==> src/rtl/noc_pkg.sv <==
// Shared NoC types: flit word, destination helper and NIC injector states.
// FLIT_DATA_WIDTH defaults to 32 unless the build defines it.
`ifndef FLIT_DATA_WIDTH
`define FLIT_DATA_WIDTH 32
`endif

package noc_pkg;

    localparam int FLIT_W = `FLIT_DATA_WIDTH;

    typedef logic [FLIT_W-1:0] flit_t;

    typedef enum logic [1:0] {
        IDLE,
        SEND,
        STALL
    } nic_state_e;

    function automatic flit_t flit_dest(flit_t f, int id_bits);
        return f >> (FLIT_W - id_bits);
    endfunction

endpackage

==> src/rtl/nic_sync_fifo.sv <==
// Packet FIFO for the NIC injector; power-of-two depth, wrapping pointers.
// Push when full and pop when empty are ignored.
module nic_sync_fifo #(
    parameter int WIDTH = 32,
    parameter int DEPTH = 4
) (
    input  logic                       clk,
    input  logic                       reset,
    input  logic                       push,
    input  logic                       pop,
    input  logic [WIDTH-1:0]           din,
    output logic [WIDTH-1:0]           dout,
    output logic [$clog2(DEPTH+1)-1:0] count,
    output logic                       full,
    output logic                       empty
);

    localparam int AW = $clog2(DEPTH);
    localparam int CW = $clog2(DEPTH+1);

    logic [WIDTH-1:0] mem [DEPTH];
    logic [AW-1:0]    wr_ptr;
    logic [AW-1:0]    rd_ptr;
    logic             push_ok;
    logic             pop_ok;

    assign full    = (count == CW'(DEPTH));
    assign empty   = (count == '0);
    assign push_ok = push && !full;
    assign pop_ok  = pop && !empty;
    assign dout    = mem[rd_ptr];

    always_ff @(posedge clk) begin
        if (push_ok) begin
            mem[wr_ptr] <= din;
        end
    end

    always_ff @(posedge clk) begin
        if (reset) begin
            wr_ptr <= '0;
            rd_ptr <= '0;
            count  <= '0;
        end else begin
            if (push_ok) begin
                wr_ptr <= wr_ptr + 1'b1;
            end
            if (pop_ok) begin
                rd_ptr <= rd_ptr + 1'b1;
            end
            count <= count + CW'(push_ok) - CW'(pop_ok);
        end
    end

endmodule

==> src/rtl/noc_inject_nic.sv <==
// Credit-based flit injector into the local router port.
// Define NIC_STATS_EN to add flit and stall-cycle counters.
module noc_inject_nic
    import noc_pkg::*;
#(
    parameter int NUM_ROUTERS    = 16,
    parameter int ROUTER_ID      = 0,
    parameter int ROUTER_ID_BITS = $clog2(NUM_ROUTERS),
    parameter int NUM_VC         = 4,
    parameter int FIFO_DEPTH     = 4
) (
    input  logic                             clk,
    input  logic                             reset,
    input  logic                             core_valid,
    output logic                             core_ready,
    input  logic [ROUTER_ID_BITS-1:0]        core_dest,
    input  logic [FLIT_W-ROUTER_ID_BITS-1:0] core_payload,
    output logic [FLIT_W-1:0]                flit_data,
    output logic                             flit_valid,
    input  logic                             credit_inc,
    output logic [$clog2(NUM_VC+1)-1:0]      credit_count,
    output logic [$clog2(FIFO_DEPTH+1)-1:0]  fifo_count,
    output logic                             credit_err
`ifdef NIC_STATS_EN
   ,output logic [31:0]                      stat_flits_sent,
    output logic [31:0]                      stat_stall_cycles
`endif
);

    localparam int CW = $clog2(NUM_VC+1);
    localparam int FW = $clog2(FIFO_DEPTH+1);

    if (ROUTER_ID >= NUM_ROUTERS) begin : g_bad_router_id
        $error("ROUTER_ID out of range");
    end

    logic          push;
    logic          pop;
    logic          full;
    logic          empty;
    logic          credit_drop;
    flit_t         head;
    logic [CW-1:0] credit_next;
    logic [FW-1:0] fifo_next;
    nic_state_e    state;

    assign core_ready  = !full;
    assign push        = core_valid && core_ready;
    assign pop         = !empty && (credit_count != '0);
    assign credit_drop = credit_inc && !pop
                      && (credit_count == CW'(NUM_VC));
    assign fifo_next   = fifo_count + FW'(push) - FW'(pop);

    always_comb begin
        credit_next = credit_count;
        if (pop && !credit_inc) begin
            credit_next = credit_count - 1'b1;
        end else if (credit_inc && !pop && !credit_drop) begin
            credit_next = credit_count + 1'b1;
        end
    end

    nic_sync_fifo #(
        .WIDTH (FLIT_W),
        .DEPTH (FIFO_DEPTH)
    ) u_fifo (
        .clk   (clk),
        .reset (reset),
        .push  (push),
        .pop   (pop),
        .din   ({core_dest, core_payload}),
        .dout  (head),
        .count (fifo_count),
        .full  (full),
        .empty (empty)
    );

    always_ff @(posedge clk) begin
        if (reset) begin
            flit_valid   <= 1'b0;
            flit_data    <= '0;
            credit_count <= CW'(NUM_VC);
            credit_err   <= 1'b0;
        end else begin
            flit_valid   <= pop;
            credit_count <= credit_next;
            if (pop) begin
                flit_data <= head;
            end
            if (credit_drop) begin
                credit_err <= 1'b1;
            end
        end
    end

    // State follows the counts; it never gates the pop.
    always_ff @(posedge clk) begin
        if (reset) begin
            state <= IDLE;
        end else begin
            unique case (state)
                IDLE: begin
                    if (push) begin
                        state <= (credit_next == '0) ? STALL : SEND;
                    end
                end
                SEND: begin
                    if (fifo_next == '0) begin
                        state <= IDLE;
                    end else if (credit_next == '0) begin
                        state <= STALL;
                    end
                end
                STALL: begin
                    if (credit_inc) begin
                        state <= SEND;
                    end
                end
                default: state <= IDLE;
            endcase
        end
    end

`ifdef NIC_STATS_EN
    always_ff @(posedge clk) begin
        if (reset) begin
            stat_flits_sent   <= '0;
            stat_stall_cycles <= '0;
        end else begin
            if (pop && (stat_flits_sent != '1)) begin
                stat_flits_sent <= stat_flits_sent + 1'b1;
            end
            if ((state == STALL) && (stat_stall_cycles != '1)) begin
                stat_stall_cycles <= stat_stall_cycles + 1'b1;
            end
        end
    end
`endif

endmodule
==> config.mk <==
export PLATFORM = sky130hd
export DESIGN_NAME = noc_inject_nic
export DESIGN_NICKNAME = d
export VERILOG_FILES = /design/src/rtl/noc_pkg.sv /design/src/rtl/nic_sync_fifo.sv /design/src/rtl/noc_inject_nic.sv
export SDC_FILE = /design/constraint.sdc
export NUM_CORES = 1
export LEC_CHECK = 0
export ABC_CLOCK_PERIOD_IN_PS = 4100
export CAP_MARGIN = 20
export CORE_MARGIN = 4
export CORE_UTILIZATION = 60
export CTS_CLUSTER_SIZE = 30
export DETAILED_ROUTE_END_ITERATION = 8
export GPL_TIMING_DRIVEN = 0
export PLACE_DENSITY = 0.85
export SETUP_SLACK_MARGIN = 0.3
export SLEW_MARGIN = 20
export SYNTH_ARGS = -nofsm -noshare
export SYNTH_HDL_FRONTEND = slang
export SYNTH_HIERARCHICAL = 1
export SYNTH_SLANG_ARGS = --single-unit
==> constraint.sdc <==
create_clock -name clk -period 4.1 [get_ports clk]
set_clock_uncertainty 0.05 [all_clocks]
set_input_delay 0.82 -clock clk [delete_from_list [all_inputs] [get_ports clk]]
set_output_delay 0.82 -clock clk [all_outputs]
set_load 0.05 [all_outputs]
# --- Word-level counts from Yosys, hierarchy flattened ---
# Memory sizes are Yosys's and may differ from the RTL's. A register that Yosys moved wholly into a read port is not among the register bits.
# Cells that the tools add are included.
classes:
  n_addsub: 6
  n_eq_ne: 2
  mux: 4
  reduce_logical: 16
ops:
  columns: ["operator", "count"]
  rows:
  - ["$logic_and A1 B1 Y1", 8]
  - ["$eq A3 B3 Y1 const B", 2]
  - ["$mux W3", 2]
  - ["$logic_not A1 Y1", 5]
  - ["$add A2 B1 Y2 const B", 2]
  - ["$add A3 B1 Y3", 1]
  - ["$add A3 B1 Y3 const B", 1]
  - ["$logic_not A3 Y1", 1]
  - ["$reduce_bool A3 Y1", 1]
  - ["$sub A3 B1 Y3", 1]
  - ["$sub A3 B1 Y3 const B", 1]
  - ["$mux W1", 2]
  - ["$reduce_bool A2 Y1", 1]
word_totals:
  reg_bits: 12
  ram_bits: 128
  input_bits: 36
  out_inout_bits: 41
  mem_count: 1
mem_list:
  columns: ["memory", "words", "word_bits", "read_ports", "rd_ports_with_merged_regs", "write_ports", "line_no", "source"]
  rows:
  - ["u_fifo.mem", 4, 32, 1, 1, 1, "nic_sync_fifo.sv:21", "logic [WIDTH-1:0] mem [DEPTH];"]

# --- Longest topological paths before layout ---
depth:
  word_depth: 10
  depth_mapped: 13

# --- Cells and area by module ---
# The synthesis kept the hierarchy.
modules_own_cells:
  columns: ["mod", "n_inst", "cells_per_inst", "area_per_inst_um2", "seq_area_each_um2"]
  rows:
  - ["nic_sync_fifo", 1, 218, 5132.4, 4023.9]
  - ["noc_inject_nic", 1, 183, 1596.5, 740.7]

# --- Least setup slack after synthesis ---
# Ideal clock, no wire load.
synth_timing:
  path_type: "reg2reg"
  from: "register u_fifo.count[1]"
  to: "register u_fifo.count[2]"
  setup_ns: 0.125
  arrival_ns: 2.641
  required_time_ns: 3.925
  slack_ns: 1.285
  stages_incl_launch_ff: 14
  path_buffers: 2
  period_less_slack_ns: 2.815
  cell_sequence: "dfxtp_1 -> nor3_2 -> buf_2 -> clkbuf_1 -> nor2_1 -> o31ai_2 -> inv_1 -> ha_1 -> inv_1 -> ha_1 -> fa_1 -> xnor2_1 -> xnor2_1 -> nor2_1"
synth_lines:
  columns: ["element", "line_no", "source"]
  rows:
  - ["from (decl)", "nic_sync_fifo.sv:13", "output logic [$clog2(DEPTH+1)-1:0] count,"]
  - ["from (signal assigned)", "nic_sync_fifo.sv:51", "count <= count + CW'(push_ok) - CW'(pop_ok);"]
  - ["$logic_not A3 Y1", "nic_sync_fifo.sv:28", "assign empty = (count == '0);"]
  - ["named net empty", "noc_inject_nic.sv:40", "logic empty;"]
  - ["$logic_not A1 Y1", "noc_inject_nic.sv:49", "assign pop = !empty && (credit_count != '0);"]
  - ["$logic_and A1 B1 Y1", "noc_inject_nic.sv:49", null]
  - ["named net pop", "noc_inject_nic.sv:38", "logic pop;"]
  - ["$logic_and A1 B1 Y1", "nic_sync_fifo.sv:30", "assign pop_ok = pop && !empty;"]
  - ["named net u_fifo.pop_ok", "nic_sync_fifo.sv:25", "logic pop_ok;"]
  - ["$sub A3 B1 Y3", "nic_sync_fifo.sv:51", null]
# The timed path passes the listed nets, and every way through them passes these cells.
# A chain may end at the register's enable or synchronous reset.

# --- Worst setup path in the final report ---
# Same ends and word-level chain as after synthesis.

==> run summary <==
Net Count, Synth: 445
# rows: 38
crit path time final: 3.21 ns
CP bufs+invs: 4
total track usage: 0.237
HP Class: reg -> reg
Top Ports: 77
top cells by area, synth: edfxtp_1 57%, dfxtp_1 14%, mux4_2 11%
Port Buffers: 75
initial antenna violation count: 1
synth-to-layout area growth: 24.0%
top cell type by total area after synthesis: edfxtp_1
die width: 114 um
Post-Synthesis Cell Area: 6730 um2
Fin Setup TNS: 0 ns
Leak: 2.76 nW
worst hold margin: 0.427 ns
ANT nets after route: 0
path type of the worst setup path: reg -> reg
CTS tree: yes
Synth cell types: 36
number of synthesized flops with an enable pin: 128
vias in the first global route: 4250
largest family of logic cells by synthesized area: multiplexers
CTS root buf: clkbuf_8
1st-iter DRT viols: 396
post-synthesis mux area share: 0.112
met2 Track Usage GR: 0.414
Max Cap Violations: 0
share of post-route cells with drive strength above 1: 0.176
Die Y: 114 um
family with the most delay on the worst path: adder cells
fmax: 311 MHz
Post-DP HPWL: 9070 um
Gate Count Post-Synth: 401
GR Util met1: 0.282
largest net degree at the start of global routing: 20
Starting Density: 0.618
post-synthesis xor/xnor area fraction: 0.00521
Max stage delay cell, worst path: clkbuf_1
Avg Inst Size Synth: 16.8 um2
first-pass GRT wire length: 22600 um
Period Utilization, post-route: 0.783
RSZ-0062 raised after global routing: false
critical path's largest stage delay: 0.41 ns
PostCTS Resize Cnt: 0
Data arrival, critical path: 3.57 ns
post-synthesis compound-gate area fraction: 0.0619
Core ar.: 10900 um2
H-tree depth: 4
Top FF cell, synth: edfxtp_1
Worst Setup SP: u_fifo/count[1]$_SDFF_PP0_
overall power: 6.09 mW
sequential-to-total area share from yosys stat: 0.708
Max VDD drop: 0.423 mV
Slew Limit Headroom: 0.604
busiest grt layer: met2
nets: 543
Tightest Pin Transition: 0.594 ns
Cells after DPL: 620
drt wl/cell: 21.8 um
Worst setup SP type: flop
CP Max Fanout: 10
DR pass1 iterations: 5
status: complete, no violations
synthesis-stage register bit count: 174
met3 usage: 0.0610
CP required: 4.46 ns
Ys Warns: 6
Die ar.: 13000 um2
Synth Area in Adders: 0.0171
Clock transition at path regs: 0.07 ns
Synth Area in Simple Gates: 0.0630
Pwr Density: 729 nW/um2
worst-path cell chain: nor3_2, buf_2, clkbuf_1, nor2_1, o31ai_2, inv_1, ha_1, inv_1, ha_1, fa_1, xnor2_1, xnor2_1, nor2_1
routed wire length: 14300 um
post-synth top area share: 0.571
min-delay src: flit_data[15]$_SDFFE_PP0P_
CTS hold repair buffers: 0
crit path capture type: flop
setup bufs post-CTS: 0
Clock Path Buffers: 2
max-slew violations: 0
via count: 3956
TritonCTS Buffers: 17
Skew-Pair Late Insertion Delay: 0.54 ns
DR DRC count: 0
count of final setup violators: 0
GR Overflow Total: 0
DR vias/cell: 6.06
CTS sink cnt: 174
r2r startpoint: u_fifo/count[1]$_SDFF_PP0_
Layout Cells excl Fill: 653
asr flop ratio synth: 0
Final Hold Viols: 0
GPL Wtd Cong: 0.747
[synth_stat cells, drive strengths merged (2+ instances only)]
cell    instances
inv            12
and2            4
nor3            3
nor2b           4
nor2           11
nand2b          3
a21oi          34
o21ai          34
mux2            2
o211ai          2
clkbuf         13
mux4           32
fa              2
xnor2           3
buf            15
dfxtp          46
ha              6
edfxtp        128
or3             4
nand3b         33
[final cells by class]
cell class	count	area, um2
Inverter	12	45.0
Multi-Input combinational cell	187	1750
Antenna cell	1	2.50
Sequential cell	174	4760
Timing Repair Buffer	79	861
Tap cell	140	175
Fill cell	639	2540
Clock buffer	18	428
Clock inverter	14	145
Buffer	28	175
[layer usage]
layer  routed length [um]  part of all wire
met5                    0                 0
met3                  976             0.068
met4                  328             0.023
met1                 5300              0.37
met2                 7650              0.54
[cell families (layout without fill, tap and decap cells)]
logic type	count (synthesis)	in the layout
XOR/XNOR	4	4
AND/OR/NAND/NOR	64	64
other	0	1
flip-flops	174	174
AO/OA/AOI/OAI	76	76
adder cells (fa/ha/maj)	8	8
buffers and inverters	40	151
multiplexers	35	35
[worst paths after layout]
kind / endpoint / cells past startpoint / slack (ns)
setup / recovery: u_fifo/count[2]$_SDFF_PP0_ / 13 / 0.89
setup reg to reg: u_fifo/count[2]$_SDFF_PP0_ / 13 / 0.89
hold reg to reg: flit_data[15]$_SDFFE_PP0P_ / 2 / 0.43
hold / removal: flit_data[15]$_SDFFE_PP0P_ / 2 / 0.43
[worst min-delay path, delay by kind of cell, from the launching register on]
| family | cells | cell delay (ns) |
|---|---|---|
| DFF | 1 | 0.31 |
| AOI/OAI and AO/OA | 2 | 0.12 |
[layout by cell type (no fill, tap or decap), types with 2 or more instances in the layout]
cell             synthesis  layout
buf_2                   10      10
ha_1                     6       6
o211ai_1                 2       2
nor3_2                   2       2
edfxtp_1               128     128
nor2_1                  11      11
clkinv_2                 0       2
clkinv_1                 0       2
fa_1                     2       2
mux4_2                  32      32
clkbuf_16                0      16
nand3b_1                33      33
buf_12                   3       3
bufinv_16                0       2
nor2b_1                  4       4
clkbuf_1                12      12
buf_16                   0       4
o21ai_0                 28      28
a21oi_1                 34      34
and2_2                   0       4
clkinvlp_4               0       2
xnor2_1                  3       3
mux2_1                   2       2
dfxtp_1                 46      46
o21ai_1                  6       6
or3_1                    4       4
inv_1                   12      12
clkbuf_8                 0       2
nand2b_1                 3       3
clkinv_4                 0       6
clkdlybuf4s50_1          0      75
[power by group]
part	total [mW]	internal [mW]	switching [mW]
combinational	2.17	0.843	1.33
sequential	2.38	2.22	0.159
clock	1.54	0.881	0.657
[sequential cells by signal, indices dropped and copies added, names as in the netlist, named ones only]
| signal | flops |
|---|---|
| u_fifo/mem | 128 |
| flit_data | 32 |
| credit_count | 3 |
| u_fifo/count | 3 |
| u_fifo/rd_ptr | 2 |
| u_fifo/wr_ptr | 2 |
| credit_err | 1 |
| flit_valid | 1 |
[through the flow]
| step | setup slack, ns | cell area [um2] | utilization |
|---|---|---|---|
| floorplan | 1.28 | 6730 | - |
| global placement | 0.506 | 7650 | 0.703 |
| detailed placement | 0.774 | 7770 | 0.714 |
| CTS | 0.932 | 8340 | 0.766 |
| global route | 0.718 | 8350 | 0.766 |
| finish | 0.889 | 8350 | 0.766 |
(Power assumes the default switching activity.)
